<file path="config.mk">
export PLATFORM = sky130hd
export DESIGN_NAME = path_delay_meter
export DESIGN_NICKNAME = d
export VERILOG_FILES = /design/src/rtl/path_delay_meter.sv
export SDC_FILE = /design/constraint.sdc
export NUM_CORES = 1
export LEC_CHECK = 0
export ABC_AREA = 1
export CAP_MARGIN = 10
export CORE_MARGIN = 3
export CORE_UTILIZATION = 55
export CTS_BUF_LIST = sky130_fd_sc_hd__clkbuf_4 sky130_fd_sc_hd__clkbuf_8
export CTS_CLUSTER_DIAMETER = 200
export CTS_CLUSTER_SIZE = 10
export DETAILED_ROUTE_END_ITERATION = 12
export PLACE_DENSITY = 0.75
export SYNTH_ARGS = -nofsm -noshare
export SYNTH_HDL_FRONTEND = slang
export SYNTH_SLANG_ARGS = --single-unit
</file>
<file path="constraint.sdc">
create_clock -name clk -period 2.85 [get_ports clk]
set_input_delay 0.285 -clock clk [delete_from_list [all_inputs] [get_ports clk]]
set_output_delay 0.285 -clock clk [all_outputs]
set_load 0.005 [all_outputs]
</file>
<file path="src/rtl/path_delay_meter.sv">
// Launch/capture controller for a chained spy path: fires one edge into the path and counts
// clk cycles until the synchronised path result reaches the expected level.
module path_delay_meter #(
  parameter int unsigned CNT_W         = 16,
  parameter int unsigned MAX_CYCLES    = 1000,
  parameter int unsigned SETTLE_CYCLES = 8,
  parameter int unsigned SYNC_STAGES   = 2,
  parameter bit          INVERT        = 1'b0
) (
  input  logic             clk,
  input  logic             rst,
  input  logic             start,
  output logic             busy,
  output logic             done,
  output logic             timeout,
  output logic [CNT_W-1:0] delayCount,
  output logic             edgeRising,
  output logic             pathInput,
  input  logic             pathResult
);

  typedef enum logic [1:0] {StIdle, StSettle, StLaunch, StWait} state_e;

  // A direct wire loopback matches after SYNC_STAGES wait cycles; it must report 1.
  localparam logic [CNT_W-1:0] Offset     = CNT_W'(SYNC_STAGES - 1);
  localparam logic [CNT_W-1:0] SettleLast = CNT_W'(SETTLE_CYCLES - 1);
  localparam logic [CNT_W-1:0] MaxCnt     = CNT_W'(MAX_CYCLES);
  localparam logic [CNT_W-1:0] One        = CNT_W'(1);

  state_e           state_q, state_d;
  logic [CNT_W-1:0] cnt_q, cnt_d;
  logic [CNT_W-1:0] delay_q, delay_d;
  logic             busy_q, busy_d;
  logic             done_q, done_d;
  logic             timeout_q, timeout_d;
  logic             rising_q, rising_d;
  logic             pin_q, pin_d;
  logic [SYNC_STAGES-1:0] sync_q;
  logic             s_res;
  logic             match;

  assign s_res = sync_q[SYNC_STAGES-1];
  assign match = (s_res == (pin_q ^ INVERT));

  // State register
  always_ff @(posedge clk) begin
    if (rst) begin
      state_q <= StIdle;
    end else begin
      state_q <= state_d;
    end
  end

  // Next-state logic
  always_comb begin
    state_d = state_q;
    unique case (state_q)
      StIdle:   if (start) state_d = StSettle;
      StSettle: if (cnt_q == SettleLast) state_d = StLaunch;
      StLaunch: state_d = StWait;
      StWait:   if (match || (cnt_q == MaxCnt)) state_d = StIdle;
      default:  state_d = StIdle;
    endcase
  end

  // Output and datapath next-state logic
  always_comb begin
    cnt_d     = cnt_q;
    delay_d   = delay_q;
    busy_d    = busy_q;
    done_d    = 1'b0;
    timeout_d = timeout_q;
    rising_d  = rising_q;
    pin_d     = pin_q;
    unique case (state_q)
      StIdle: begin
        if (start) begin
          busy_d    = 1'b1;
          timeout_d = 1'b0;
          cnt_d     = '0;
        end
      end
      StSettle: cnt_d = cnt_q + One;
      StLaunch: begin
        pin_d    = ~pin_q;
        rising_d = ~pin_q;
        cnt_d    = '0;
      end
      StWait: begin
        cnt_d = cnt_q + One;
        if (match) begin
          delay_d = (cnt_q > Offset) ? (cnt_q - Offset) : One;
          done_d  = 1'b1;
          busy_d  = 1'b0;
        end else if (cnt_q == MaxCnt) begin
          timeout_d = 1'b1;
          delay_d   = '1;
          done_d    = 1'b1;
          busy_d    = 1'b0;
        end
      end
      default: ;
    endcase
  end

  always_ff @(posedge clk) begin
    if (rst) begin
      cnt_q     <= '0;
      delay_q   <= '0;
      busy_q    <= 1'b0;
      done_q    <= 1'b0;
      timeout_q <= 1'b0;
      rising_q  <= 1'b0;
      pin_q     <= 1'b0;
      sync_q    <= '0;
    end else begin
      cnt_q     <= cnt_d;
      delay_q   <= delay_d;
      busy_q    <= busy_d;
      done_q    <= done_d;
      timeout_q <= timeout_d;
      rising_q  <= rising_d;
      pin_q     <= pin_d;
      sync_q    <= {sync_q[SYNC_STAGES-2:0], pathResult};
    end
  end

  assign busy       = busy_q;
  assign done       = done_q;
  assign timeout    = timeout_q;
  assign delayCount = delay_q;
  assign edgeRising = rising_q;
  assign pathInput  = pin_q;

endmodule
</file>
==> results_dict.tcl, run 1 <==
set metrics [dict create \
    max_freq_mhz 504 \
    die_y_microns 70.6 \
    cts_hold_buffers 0 \
    first_pass_iters 4 \
    cts_resized 0 \
    boundaryPins 25 \
    netlist_area_sq_um 2290 \
    slowest_stage "nor2_1" \
    hold_violations 0 \
    clock_latency_ns 0.30 \
    yosysWarnings 0 \
    gp_congestion 0.872 \
    fin_nets 381 \
    required_ns 3.02 \
    grt_pass1_wl_microns 9180 \
    initial_utilization_pct 60.0 \
    p_per_area_nw_per_um2 747 \
    setup_viol 0 \
    post_cts_buffers 0 \
    num_vias 2179 \
    cts_made_buffers 5 \
    rsz0062_at_grt "false" \
    period_share_pct 69.6 \
    relSlewSlack_pct 62.9 \
    cts.sinks 40 \
    n_fill_cell 343 \
    holdCritStartpoint "sync_q[0]" \
    cts_tree "built" \
    final_antenna_net_count 0 \
    tns_ns 0 \
    drive_gt1_share_pct 8.38 \
    worstMarginPinSlew_ns 0.554 \
    final_cell_mix "nand2_1, inv_1, nor2_1, dfxtp_1, a21oi_1" \
    num_antenna_cells 0 \
    grt_pass1_vias 2016 \
    ys_types 31 \
    syn_nets 360 \
    finClkSkew_ns 0.00700 \
    syn_area_per_cell_sq_um 6.59 \
    drt-vias-per-instance 5.21 \
    drc_errors 0 \
    coreArea_sq_um 3830 \
    root_buffer "clkbuf_8" \
    syn_inst 348 \
    cp_data_arrival_time_ns 2.16 \
    area_growth_pct 15.5 \
    drv_cap 0 \
    final_common_cell "nand2_1" \
    crit_chain "ha_1, inv_1, nor2_1, inv_2, a21oi_1, nor3_1" \
    rr_startpoint "state_q[0]" \
    grt_max_degree 17 \
    antenna_found_initial 0 \
    crit_fanout 10 \
    clock_path_buffers 2 \
    crit_path_start_kind "flop" \
    max_stage_delay_ns 0.47 \
    static-leakage-power_nw 1.22 \
    worstSetupPathType "flop to flop" \
    die_area_sq_um 4980 \
    period_minus_slack_ns 1.98 \
    die_w_microns 70.6 \
    power_mw 1.98 \
    track_usage_pct 22.7 \
    cts.clk_slew.worst_paths_ns 0.08 \
    cts_htree_levels 2 \
    first_iter_violations 112 \
    outcome "completed" \
    cp-end-kind "flop" \
    drt-total-wl_microns 5290 \
    crit_start "state_q[0]" \
    dp_hpwl_microns 3850 \
    portBuffers 24 \
    report.final.slew_viol_count 0 \
    min_path_type "flop to flop" \
    yosysSeqAreaShare_pct 34.9 \
    ir_drop_mv 0.664 \
    gr-total-overflow 0 \
    synth-seq-cells 40 \
    wl_per_cell_microns 12.7 \
    num_rows 22 \
]
[registers in the layout (all words and copies together) (netlist names)]
signal and cells:
busy 1, cnt_q 16, delayCount 16, done 1, pathInput 1, state_q 2
sync_q 2, timeout 1
[synth_stat cells]
master	instances	area [sq um]
xor2_1	7	61.3
nand3_1	24	120
xnor2_1	2	17.5
buf_4	2	15.0
clkinv_1	1	3.75
o21ai_0	4	20.0
nor4_1	1	6.26
nand2_2	3	18.8
nor2_1	45	169
ha_1	8	100
o21ai_1	1	5.00
dfxtp_1	40	801
nand4_1	7	43.8
nand2_4	2	22.5
nor3_1	7	35.0
buf_2	6	30.0
nor2_2	9	56.3
a21o_1	1	7.51
clkbuf_1	1	3.75
nand3b_1	1	7.51
a221oi_1	1	8.76
inv_2	6	22.5
nor2_4	2	22.5
nand2_1	84	315
a2bb2oi_1	1	8.76
o21a_1	2	15.0
inv_1	45	169
buf_6	1	11.3
a21oi_1	32	160
a211oi_1	1	7.51
nand3_2	1	10.0
[worst paths after layout]
check                        to  slack (ns)  cells after the start
setup / recovery  delayCount[4]        0.87                      6
setup reg to reg  delayCount[4]        0.87                      6
hold / removal        sync_q[1]        0.41                      2
hold reg to reg       sync_q[1]        0.41                      2
[final cells by class]
type                    instances  area (sq um)  share of cell area (%)
flip-flops and latches         40           801                    30.2
multi-input cells             246          1240                    46.7
inverters                      52           195                    7.36
well taps                      48          60.1                    2.27
repair buffers                 24           240                    9.06
clock inverters                 3          47.5                    1.79
clock buffers                   5          68.8                    2.60
[cells by family (layout without fill, tap and decap cells)]
logic type	Yosys count	in the layout	synth area share [%]
AO/OA/AOI/OAI	43	43	10.1
XOR/XNOR	9	9	3.44
adder cells (fa/ha/maj)	8	8	4.36
buffers and inverters	62	84	11.1
flip-flops	40	40	34.9
AND/OR/NAND/NOR	186	186	36.0
[per-layer routing]
metal | routed length, microns | vias up | global-route usage, % | share of wire (%)
met2 | 2540 | 55 | 36.6 | 48
li1 | - | 1132 | - | -
met5 | 0 | - | 0 | 0
met3 | 228 | 10 | 4.55 | 4.3
met4 | 97 | 0 | 7.93 | 1.8
met1 | 2420 | 982 | 30.4 | 46
[metrics by stage]
step / instance area [sq um] / setup slack, ns / hold WS (ns) / instances / util (%)
final: 2650 / 0.867 / 0.408 / 418 / 69.3
after CTS: 2650 / 0.936 / 0.411 / 418 / 69.3
after global placement: 2530 / 0.733 / 0.394 / 410 / 66.3
after floorplan: 2290 / 1.26 / 0.388 / 348 / -
after detailed placement: 2530 / 0.665 / 0.404 / 410 / 66.3
after global routing: 2650 / 0.724 / 0.424 / 418 / 69.3
[power breakdown]
part	leakage (nW)	internal, mW	switching [mW]
logic	0.837	0.329	0.482
registers	0.325	0.638	0.0565
clock network	0.0583	0.264	0.211
total	1.22	1.23	0.749
[worst max-delay path, delay by kind of cell (launching register included)]
family | cells | cell delay (ns)
AOI/OAI and AO/OA | 1 | 0.19
adders and majority gates | 1 | 0.38
buffers and inverters | 2 | 0.34
DFF | 1 | 0.41
and+or+nand+nor | 2 | 0.54
Note: power is estimated with default switching activity, not from simulation.
==> run 2, diff against run 1 <==
==> constraint.sdc (replaced) <==
create_clock -name clk -period 2.1 [get_ports clk]
set_input_delay 0.21 -clock clk [delete_from_list [all_inputs] [get_ports clk]]
set_output_delay 0.21 -clock clk [all_outputs]
set_load 0.005 [all_outputs]
==> run 2 against run 1 <==
Count of clock-buffer cells in the layout up 3. Sequential share of layout area about the same. Sequential cell count did not move. Non-clock buffer count rose by 3. Worst hold slack improved by 0.0012 ns. Utilization increased by 0.098 points. Power rose by 29%. Sequential power increased by 35%. Final cell count rose by 0.72%. Clock skew increased by 0.0011 ns. Largest cell class unchanged. Via count fell by 2.0%. First-iteration DRC count is 6.3% higher. Highest routed layer unchanged.
==> results_dict.tcl, run 2 (synthesized netlist as in run 1, its figures left out) <==
set metrics [dict create \
    period_share_pct 88.0 \
    die_area_sq_um 4980 \
    crit_path_start_kind "flop" \
    period_minus_slack_ns 1.85 \
    drv_cap 0 \
    min_path_type "flop to flop" \
    dp_hpwl_microns 3930 \
    cts_made_buffers 5 \
    final_cell_mix "nand2_1, inv_1, nor2_1, dfxtp_1, a21oi_1" \
    clock_latency_ns 0.29 \
    post_cts_buffers 0 \
    num_rows 22 \
    wl_per_cell_microns 12.1 \
    max_stage_delay_ns 0.38 \
    finClkSkew_ns 0.00808 \
    report.final.slew_viol_count 0 \
    grt_pass1_wl_microns 8860 \
    clock_path_buffers 2 \
    final_common_cell "nand2_1" \
    first_pass_iters 4 \
    relSlewSlack_pct 75.5 \
    ir_drop_mv 0.760 \
    first_iter_violations 119 \
    gr-total-overflow 0 \
    cts_tree "built" \
    coreArea_sq_um 3830 \
    hold_violations 0 \
    num_antenna_cells 0 \
    p_per_area_nw_per_um2 965 \
    cp-end-kind "flop" \
    initial_utilization_pct 60.0 \
    drt-vias-per-instance 5.07 \
    hold_slack_ns 0.410 \
    portBuffers 24 \
    cts.clk_slew.worst_paths_ns 0.08 \
    cts_resized 0 \
    crit_fanout 6 \
    rsz0062_at_grt "false" \
    crit_chain "inv_1, ha_1, inv_1, nor2_2, nor2_1, inv_2, nor2_2, nand4_1, o21ai_0, nor2_1" \
    required_ns 2.29 \
    fin_nets 384 \
    max_freq_mhz 541 \
    area_growth_pct 15.7 \
    antenna_found_initial 0 \
    boundaryPins 25 \
    gp_congestion 0.873 \
    static-leakage-power_nw 1.23 \
    track_usage_pct 21.5 \
    num_vias 2136 \
    worstSetupPathType "flop to flop" \
    root_buffer "clkbuf_8" \
    die_w_microns 70.6 \
    grt_pass1_vias 2009 \
    setup_viol 0 \
    grt_max_degree 17 \
    die_y_microns 70.6 \
    final_antenna_net_count 0 \
    cts_htree_levels 2 \
    drive_gt1_share_pct 9.12 \
    drc_errors 0 \
    tns_ns 0 \
    worstMarginPinSlew_ns 0.367 \
    drt-total-wl_microns 5110 \
    cp_data_arrival_time_ns 2.04 \
    cts_hold_buffers 0 \
    outcome "completed" \
    cts.sinks 40 \
    slowest_stage "dfxtp_1" \
]
==> run 2: changes by cell type in the layout (fill, tap and decap cells not counted), sizes merged <==
| cell | change |
|---|---|
| buf | +3 |
| bufinv | -1 |
| clkinv | -2 |
| clkbuf | +3 |
==> run 2: routing by layer <==
metal / part of all wire [%] / GRT usage [%] / vias to the layer above / wire length, microns
met2: 50 / 38.7 / 41 / 2540
met1: 45 / 26.4 / 943 / 2320
li1: - / - / 1146 / -
met3: 3.7 / 4.55 / 6 / 190
met4: 1.2 / 4.59 / 0 / 62
met5: 0 / 0 / - / 0
==> run 2: metrics by stage <==
stage / total power, mW / setup slack (ns) / utilization (%) / instance area (sq um) / instances
final: 2.56 / 0.253 / 69.4 / 2660 / 421
after global routing: 2.76 / 0.0672 / 69.4 / 2660 / 421
after CTS: 2.58 / 0.274 / 69.4 / 2660 / 421
after detailed placement: 2.03 / 0.301 / 66.8 / 2560 / 413
after global placement: 2.01 / 0.341 / 66.8 / 2560 / 413
after floorplan: 1.71 / 0.511 / - / 2290 / 348
==> run 2: layout make-up <==
class / count / area [sq um]
Inverter: 52 / 195
Multi-Input combinational cell: 246 / 1240
Fill cell: 330 / 1170
Tap cell: 48 / 60.1
Timing Repair Buffer: 27 / 263
Sequential cell: 40 / 801
Clock buffer: 8 / 97.6
==> run 2: critical path, delay by kind of cell (launching register included) <==
kind                     cells  cell delay [ns]
buffers and inverters        3             0.23
adder cells (fa/ha/maj)      1             0.23
AND/OR/NAND/NOR              5             0.74
flip-flops                   1             0.38
AO/OA/AOI/OAI                1             0.17
==> run 2: path summary, 6_finish.rpt <==
kind                   start   endpoint  slack (ns)  cells after the start
setup / recovery  state_q[0]  cnt_q[12]        0.25                     10
hold / removal     sync_q[0]  sync_q[1]        0.41                      2
hold reg to reg    sync_q[0]  sync_q[1]        0.41                      2
setup reg to reg  state_q[0]  cnt_q[12]        0.25                     10
==> run 2: report_power, final <==
part           switching, mW  internal [mW]  leakage, nW
combinational          0.625          0.451        0.852
sequential            0.0735          0.866        0.325
clock                  0.253          0.294       0.0523
